$ cat config.mk
export PLATFORM = sky130hd
export DESIGN_NAME = dcm_rst_ctrl
export DESIGN_NICKNAME = d
export VERILOG_FILES = /design/src/rtl/dcm_rst_ctrl.sv
export SDC_FILE = /design/constraint.sdc
export NUM_CORES = 1
export LEC_CHECK = 0
export ABC_AREA = 1
export CAP_MARGIN = 20
export CORE_ASPECT_RATIO = 1.75
export CORE_MARGIN = 3
export CORE_UTILIZATION = 41
export CTS_CLUSTER_SIZE = 16
export DETAILED_ROUTE_END_ITERATION = 7
export HOLD_SLACK_MARGIN = 0.03
export SLEW_MARGIN = 20
export SYNTH_ARGS = -nofsm -noshare
export SYNTH_HDL_FRONTEND = slang
export SYNTH_SLANG_ARGS = --single-unit
$ cat constraint.sdc
create_clock -name clk -period 4.8 [get_ports clk]
set_clock_uncertainty 0.15 [all_clocks]
set_input_delay 1.44 -clock clk [delete_from_list [all_inputs] [get_ports clk]]
set_output_delay 1.44 -clock clk [all_outputs]
set_load 0.005 [all_outputs]
$ cat src/rtl/dcm_rst_ctrl.sv
// Reset sequencer / lock supervisor for the board DCM.
// Pulses the DCM reset, waits for lock within a timeout (with retries),
// demands a stable lock window before releasing sys_rst, and re-runs the
// whole sequence on lock loss. Runs on the free-running pad clock.
module dcm_rst_ctrl #(
  parameter int RST_CYCLES    = 4,
  parameter int LOCK_TIMEOUT  = 65536,
  parameter int STABLE_CYCLES = 1024,
  parameter int MAX_RETRY     = 3,
  parameter int CNT_W         = 17
) (
  input  logic       clk,
  input  logic       rst,
  input  logic       dcm_locked,
  input  logic       soft_rst_req,
  output logic       dcm_rst,
  output logic       sys_rst,
  output logic       ready,
  output logic       fail,
  output logic [7:0] relock_cnt
);

  localparam int RTY_W = (MAX_RETRY > 0) ? $clog2(MAX_RETRY + 1) : 1;

  // terminal counts: cnt is 0 on the first cycle in a state
  localparam logic [CNT_W-1:0] RST_LAST = CNT_W'(RST_CYCLES - 1);
  localparam logic [CNT_W-1:0] TO_LAST  = CNT_W'(LOCK_TIMEOUT - 1);
  localparam logic [CNT_W-1:0] STB_LAST = CNT_W'(STABLE_CYCLES - 1);
  localparam logic [RTY_W-1:0] RTY_MAX  = RTY_W'(MAX_RETRY);

  typedef enum logic [2:0] {
    ST_DCM_RST,
    ST_WAIT_LOCK,
    ST_STABLE,
    ST_RUN,
    ST_FAIL
  } state_t;

  state_t           state_q, state_d;
  logic [CNT_W-1:0] cnt_q, cnt_d;
  logic [RTY_W-1:0] retry_q, retry_d;
  logic [7:0]       relock_d;
  logic [1:0]       lk_pipe;
  logic             lk;

  assign lk = lk_pipe[1];

  // two-flop synchronizer for the asynchronous LOCKED pin
  always_ff @(posedge clk) begin
    if (rst) lk_pipe <= '0;
    else     lk_pipe <= {lk_pipe[0], dcm_locked};
  end

  // state, counters and outputs; outputs decode the next state so they
  // move on the same edge as the state itself
  always_ff @(posedge clk) begin
    if (rst) begin
      state_q    <= ST_DCM_RST;
      cnt_q      <= '0;
      retry_q    <= '0;
      relock_cnt <= '0;
      dcm_rst    <= 1'b1;
      sys_rst    <= 1'b1;
      ready      <= 1'b0;
      fail       <= 1'b0;
    end else begin
      state_q    <= state_d;
      cnt_q      <= cnt_d;
      retry_q    <= retry_d;
      relock_cnt <= relock_d;
      dcm_rst    <= (state_d == ST_DCM_RST) || (state_d == ST_FAIL);
      sys_rst    <= (state_d != ST_RUN);
      ready      <= (state_d == ST_RUN);
      fail       <= (state_d == ST_FAIL);
    end
  end

  // next-state logic; lock loss takes priority over soft reset in RUN,
  // and a lock arriving on the timeout cycle wins over the timeout
  always_comb begin
    state_d  = state_q;
    retry_d  = retry_q;
    relock_d = relock_cnt;
    case (state_q)
      ST_DCM_RST: begin
        if (cnt_q == RST_LAST) state_d = ST_WAIT_LOCK;
      end
      ST_WAIT_LOCK: begin
        if (lk) begin
          state_d = ST_STABLE;
        end else if (cnt_q == TO_LAST) begin
          if (retry_q == RTY_MAX) begin
            state_d = ST_FAIL;
          end else begin
            retry_d = retry_q + 1'b1;
            state_d = ST_DCM_RST;
          end
        end
      end
      ST_STABLE: begin
        if (!lk) begin
          state_d = ST_WAIT_LOCK;
        end else if (cnt_q == STB_LAST) begin
          state_d = ST_RUN;
          retry_d = '0;
        end
      end
      ST_RUN: begin
        if (!lk) begin
          if (relock_cnt != 8'hFF) relock_d = relock_cnt + 8'd1;
          state_d = ST_DCM_RST;
        end else if (soft_rst_req) begin
          state_d = ST_STABLE;
        end
      end
      ST_FAIL: begin
        state_d = ST_FAIL;
      end
      default: begin
        state_d = ST_DCM_RST;
      end
    endcase
    // one shared counter, restarted on every state entry
    cnt_d = (state_d != state_q) ? '0 : cnt_q + 1'b1;
  end

endmodule

==> results of run 1 <==
-- where the power goes --
part           internal (W)   total, W  switching, W
sequential         0.000313   0.000325     0.0000121
combinational     0.0000294  0.0000833     0.0000539
clock              0.000154   0.000261      0.000107
total              0.000497   0.000670      0.000173
-- final timing paths --
check / from / end / slack [ns] / cells after the start
max: rst / cnt_q[3]$_SDFF_PP0_ / 1.78 / 6
max reg2reg: cnt_q[0]$_SDFF_PP0_ / cnt_q[3]$_SDFF_PP0_ / 2.12 / 14
min: lk_pipe[0]$_SDFF_PP0_ / lk_pipe[1]$_SDFF_PP0_ / 0.26 / 2
min reg2reg: lk_pipe[0]$_SDFF_PP0_ / lk_pipe[1]$_SDFF_PP0_ / 0.26 / 2
-- worst max-delay path: stages --
cell and delay [ns]:
clkdlybuf4s50_1 0.62, inv_1 0.25, nand3_1 0.15, nor3_4 0.23
nand3_4 0.25, nor2_1 0.15
-- layer usage --
layer	vias to the layer above	part of all wire	wire, um
met5	-	0	0
met3	7	0.033	114
met4	0	0.020	70
met2	22	0.56	1927
li1	771	-	-
met1	661	0.39	1329
-- synth_stat cells, types with 2 or more instances --
cell type,count,area [um2]
a21oi_1,9,45.04
dfxtp_1,36,720.7
ha_1,4,50.05
inv_1,33,123.9
nand2_1,38,142.6
nand2_2,2,12.51
nand3_1,11,55.05
nand3_2,3,30.03
nand4_1,9,56.30
nor2_1,43,161.4
nor2_2,13,81.33
nor3_1,4,20.02
o21ai_0,5,25.02
xnor2_1,6,52.55
xor2_1,11,96.34
-- logic make-up after synthesis --
logic type,Yosys count,synth area share
AO/OA/AOI/OAI,15,0.04366
XOR/XNOR,17,0.08380
AND/OR/NAND/NOR,128,0.3493
flip-flops,36,0.4056
adder cells (fa/ha/maj),4,0.02817
buffers and inverters,36,0.08944
-- metrics by stage --
stage / cells / power, W
after floorplan: 236 / 0.0004055
after global placement: 297 / 0.0004149
after detailed placement: 297 / 0.0004176
after CTS: 305 / 0.0006829
after global routing: 305 / 0.0007104
final: 305 / 0.0006701
-- area by class of cell --
cell class / count / area, um2 / share of cell area
Clock buffer: 6 / 72.57 / 0.03522
Timing Repair Buffer: 15 / 150.1 / 0.07286
Inverter: 33 / 123.9 / 0.06011
Clock inverter: 2 / 35.03 / 0.01700
Sequential cell: 36 / 720.7 / 0.3497
Multi-Input combinational cell: 164 / 897.1 / 0.4353
Tap cell: 49 / 61.31 / 0.02975
-- sequential cells by signal, indices dropped and copies added (netlist names) --
signal and count:
sys_rst 1, lk_pipe 2, dcm_rst 1, relock_cnt 8, cnt_q 17, fail 1, retry_q 2, ready 1
state_q 3
==> results.cfg, run 1 <==
[status]
status = finished clean

[floorplan]
die_x_um = 55.76
die_area_um2 = 5190
dieHeight_um = 93.08
start_util = 0.4281
num_io_pins = 16
core_um2 = 4150
rows = 31

[clock_tree]
cts_made_buffers = 5
cts_setup_buffers = 0
tritoncts = built
postCtsHoldBufs = 0
cts_max_level = 2
cts_root_buffer = clkbuf_8
insertion_delay_ns = 0.29
cts_sinks = 36
clkTransAtPathRegs_ns = 0.07
cts_resized = 0
cts_buffer_depth = 2

[place]
dpl_cell_area_um2 = 1953
portBuffers = 15
place_congestion = 0.8482
dp_hpwl_um = 2603
pre_cts_slack_ns = 1.441

[synthesis]
synth.ff_latch_count = 36
synth_edf_count = 0
syn_area_um2 = 1777
ys.flop_type = dfxtp_1
syn_inst = 236
synth.distinct_cells = 24
ys_async_sr_fraction = 0
syn_nets = 244
ys_seq_area_frac = 0.4056
syn_area_per_cell_um2 = 7.528
yosysWarnings = 0

[detailed_routing]
post_drt_wl_per_cell_um = 11.29
routed_via_density = 4.790
drt-initial-drc-count = 34
drc = 0
totalWireLength_um = 3442
ant_nets = 0
dr.pass1.iters = 4
via_count = 1461

[finish]
drive_above_1_share = 0.1133
antenna_cells = 0
syn_to_final_growth_pct = 15.99
final_nets = 263
fillers = 426
fin_util = 0.4965
mostFrequentLayoutCells = nor2_1, nand2_1, dfxtp_1
final_common_cell = nor2_1
final_area_um2 = 2061

[global_route]
grtUsageTotal = 0.1510
grt_first_pass_wirelength_um = 6168
grt_pass1_vias = 1415
gr-max-usage-layer = met2
antenna_found_initial = 0
grt-ovfl-total = 0
grt_max_degree = 18
grtUsageMet1 = 0.1503
use_met2 = 0.2885
use_met3 = 0.03453

[worst_setup_path]
worst-path-max-fanout = 17
end_kind = flip-flop
cp-start-kind = input port
critical_path_required_ns = 4.87
worstPathArrival_ns = 3.09
critPathKind = in2reg

[run]
drv_cap = 0

[timing]
finalCritPeriodShare = 0.6296
tightest_slew_ns = 0.4672
fin_ws_ns = 1.778
finalHoldViolCount = 0
rsz0062_at_grt = false
whs_ns = 0.2627
tns_ns = 0
maxSlewViolCount = 0
relSlewSlack = 0.6861
period_minus_slack_ns = 3.022
report.final.setup_viol = 0
fmax_mhz = 330.9

[hold_path]
hp-class = reg2reg

[power]
ir_drop_mv = 0.2091
cellLeakagePower_nw = 0.8026
power.density_nw_per_um2 = 325.2
Note: power is estimated with default switching activity, not from simulation.
==> run 2, diff against run 1 <==
==> constraint.sdc (replaced) <==
create_clock -name clk -period 3.16 [get_ports clk]
set_clock_uncertainty 0.15 [all_clocks]
set_input_delay 0.948 -clock clk [delete_from_list [all_inputs] [get_ports clk]]
set_output_delay 0.948 -clock clk [all_outputs]
set_load 0.005 [all_outputs]
==> results.cfg, run 2 (same netlist as run 1, synthesis figures left out) <==
[worst_setup_path]
cp-start-kind = flip-flop
critical_path_required_ns = 3.24
cpMostUsedCell = nor2_1
critPathKind = reg2reg
end_kind = flip-flop
crit_path_max_incr_delay_ns = 0.37
worst-path-max-fanout = 17
worstPathArrival_ns = 2.72
crit_slowest_cell = dfxtp_1
path_cells = ha_1, nand3_2, nor2_4, nand4_1, nor4_1, ha_1, inv_1, nand2_1, nor2_1, nor2_1, nand3_1, nand2_2, nand3_4, nor2_1

[floorplan]
dieHeight_um = 93.08
num_io_pins = 16
rows = 31
die_area_um2 = 5190
core_um2 = 4150
die_x_um = 55.76
start_util = 0.4281

[hold_path]
hp-class = reg2reg

[run]
drv_cap = 0

[detailed_routing]
dr.pass1.iters = 4
via_count = 1462
ant_nets = 0
routed_via_density = 4.778
totalWireLength_um = 3347
drt-initial-drc-count = 23
drc = 0
post_drt_wl_per_cell_um = 10.94

[place]
place_congestion = 0.8444
placedCellCount = 298
dp_hpwl_um = 2584
portBuffers = 15

[clock_tree]
cts_sinks = 36
tritoncts = built
clkTransAtPathRegs_ns = 0.07
cts_max_level = 2
cts_setup_buffers = 0
cts_buffer_depth = 2
cts_resized = 0
cts_made_buffers = 5
insertion_delay_ns = 0.29
cts_root_buffer = clkbuf_8
postCtsHoldBufs = 0

[timing]
maxSlewViolCount = 0
period_minus_slack_ns = 2.648
finalHoldViolCount = 0
finalCritPeriodShare = 0.8380
report.final.setup_viol = 0
relSlewSlack = 0.7295
tns_ns = 0
rsz0062_at_grt = false
tightest_slew_ns = 0.4027
fmax_mhz = 377.7

[global_route]
grt_pass1_vias = 1405
grt_first_pass_wirelength_um = 5844
grt-ovfl-total = 0
grtUsageTotal = 0.1444
antenna_found_initial = 0
grt_max_degree = 18

[power]
cellLeakagePower_nw = 0.8064
ir_drop_mv = 0.4288
power.density_nw_per_um2 = 493.5

[finish]
finalNonFillerCells = 306
mostFrequentLayoutCells = nor2_1, nand2_1, dfxtp_1
final_nets = 264
largest_reg_flops = 17
top_regs = cnt_q x17, relock_cnt x8, state_q x3
syn_to_final_growth_pct = 16.62
drive_above_1_share = 0.1206
antenna_cells = 0
final_common_cell = nor2_1
top_register = cnt_q

[status]
status = finished clean
-- run 2: cell types whose count changed in the layout (fill, tap and decap cells not counted) --
cell,before,now
clkbuf_1,1,0
buf_4,0,1
clkinvlp_4,0,1
-- run 2: power breakdown --
| group | switching [W] | total, W | internal [W] |
|---|---|---|---|
| Sequential | 0.0000192 | 0.000495 | 0.000476 |
| Clock | 0.000168 | 0.000401 | 0.000233 |
| Combinational | 0.0000810 | 0.000126 | 0.0000455 |
-- run 2: routing by layer --
metal,track usage,part of all wire,wire [um],vias up
li1,-,-,-,778
met1,0.1349,0.39,1300,659
met2,0.2767,0.56,1864,18
met3,0.03039,0.030,100,7
met4,0.08925,0.024,82,0
met5,0,0,0,-
-- run 2: critical path: cells and delay by family, from the launching register on --
family,cells,cell delay [ns]
and+or+nand+nor,11,1.55
adders and majority gates,2,0.47
DFF,1,0.37
buffers and inverters,1,0.06
-- run 2: through the flow --
step                instance area, um2    util  setup WS, ns  hold WS, ns  total power, W
floorplan                         1777       -        0.8238       0.2383       0.0006160
CTS                               2072  0.4992        0.4532       0.2665        0.001040
global route                      2072  0.4992        0.1766       0.2828        0.001076
global placement                  1961  0.4724        0.5674       0.2560       0.0006354
detailed placement                1961  0.4724        0.4730       0.2551       0.0006358
finish                            2072  0.4992        0.5121       0.2613        0.001022
-- run 2: layout make-up --
class / count / area, um2
Clock buffer: 5 / 68.82
Clock inverter: 3 / 42.54
Fill cell: 398 / 2078
Inverter: 33 / 123.9
Multi-Input combinational cell: 164 / 897.1
Sequential cell: 36 / 720.7
Tap cell: 49 / 61.31
Timing Repair Buffer: 16 / 157.7
-- run 2: final timing paths --
| kind | to | slack [ns] | cells past startpoint | startpoint |
|---|---|---|---|---|
| hold / removal | lk_pipe[1]$_SDFF_PP0_ | 0.26 | 2 | lk_pipe[0]$_SDFF_PP0_ |
| hold reg to reg | lk_pipe[1]$_SDFF_PP0_ | 0.26 | 2 | lk_pipe[0]$_SDFF_PP0_ |
| setup reg to reg | cnt_q[0]$_SDFF_PP0_ | 0.51 | 14 | cnt_q[0]$_SDFF_PP0_ |
| setup / recovery | cnt_q[0]$_SDFF_PP0_ | 0.51 | 14 | cnt_q[0]$_SDFF_PP0_ |
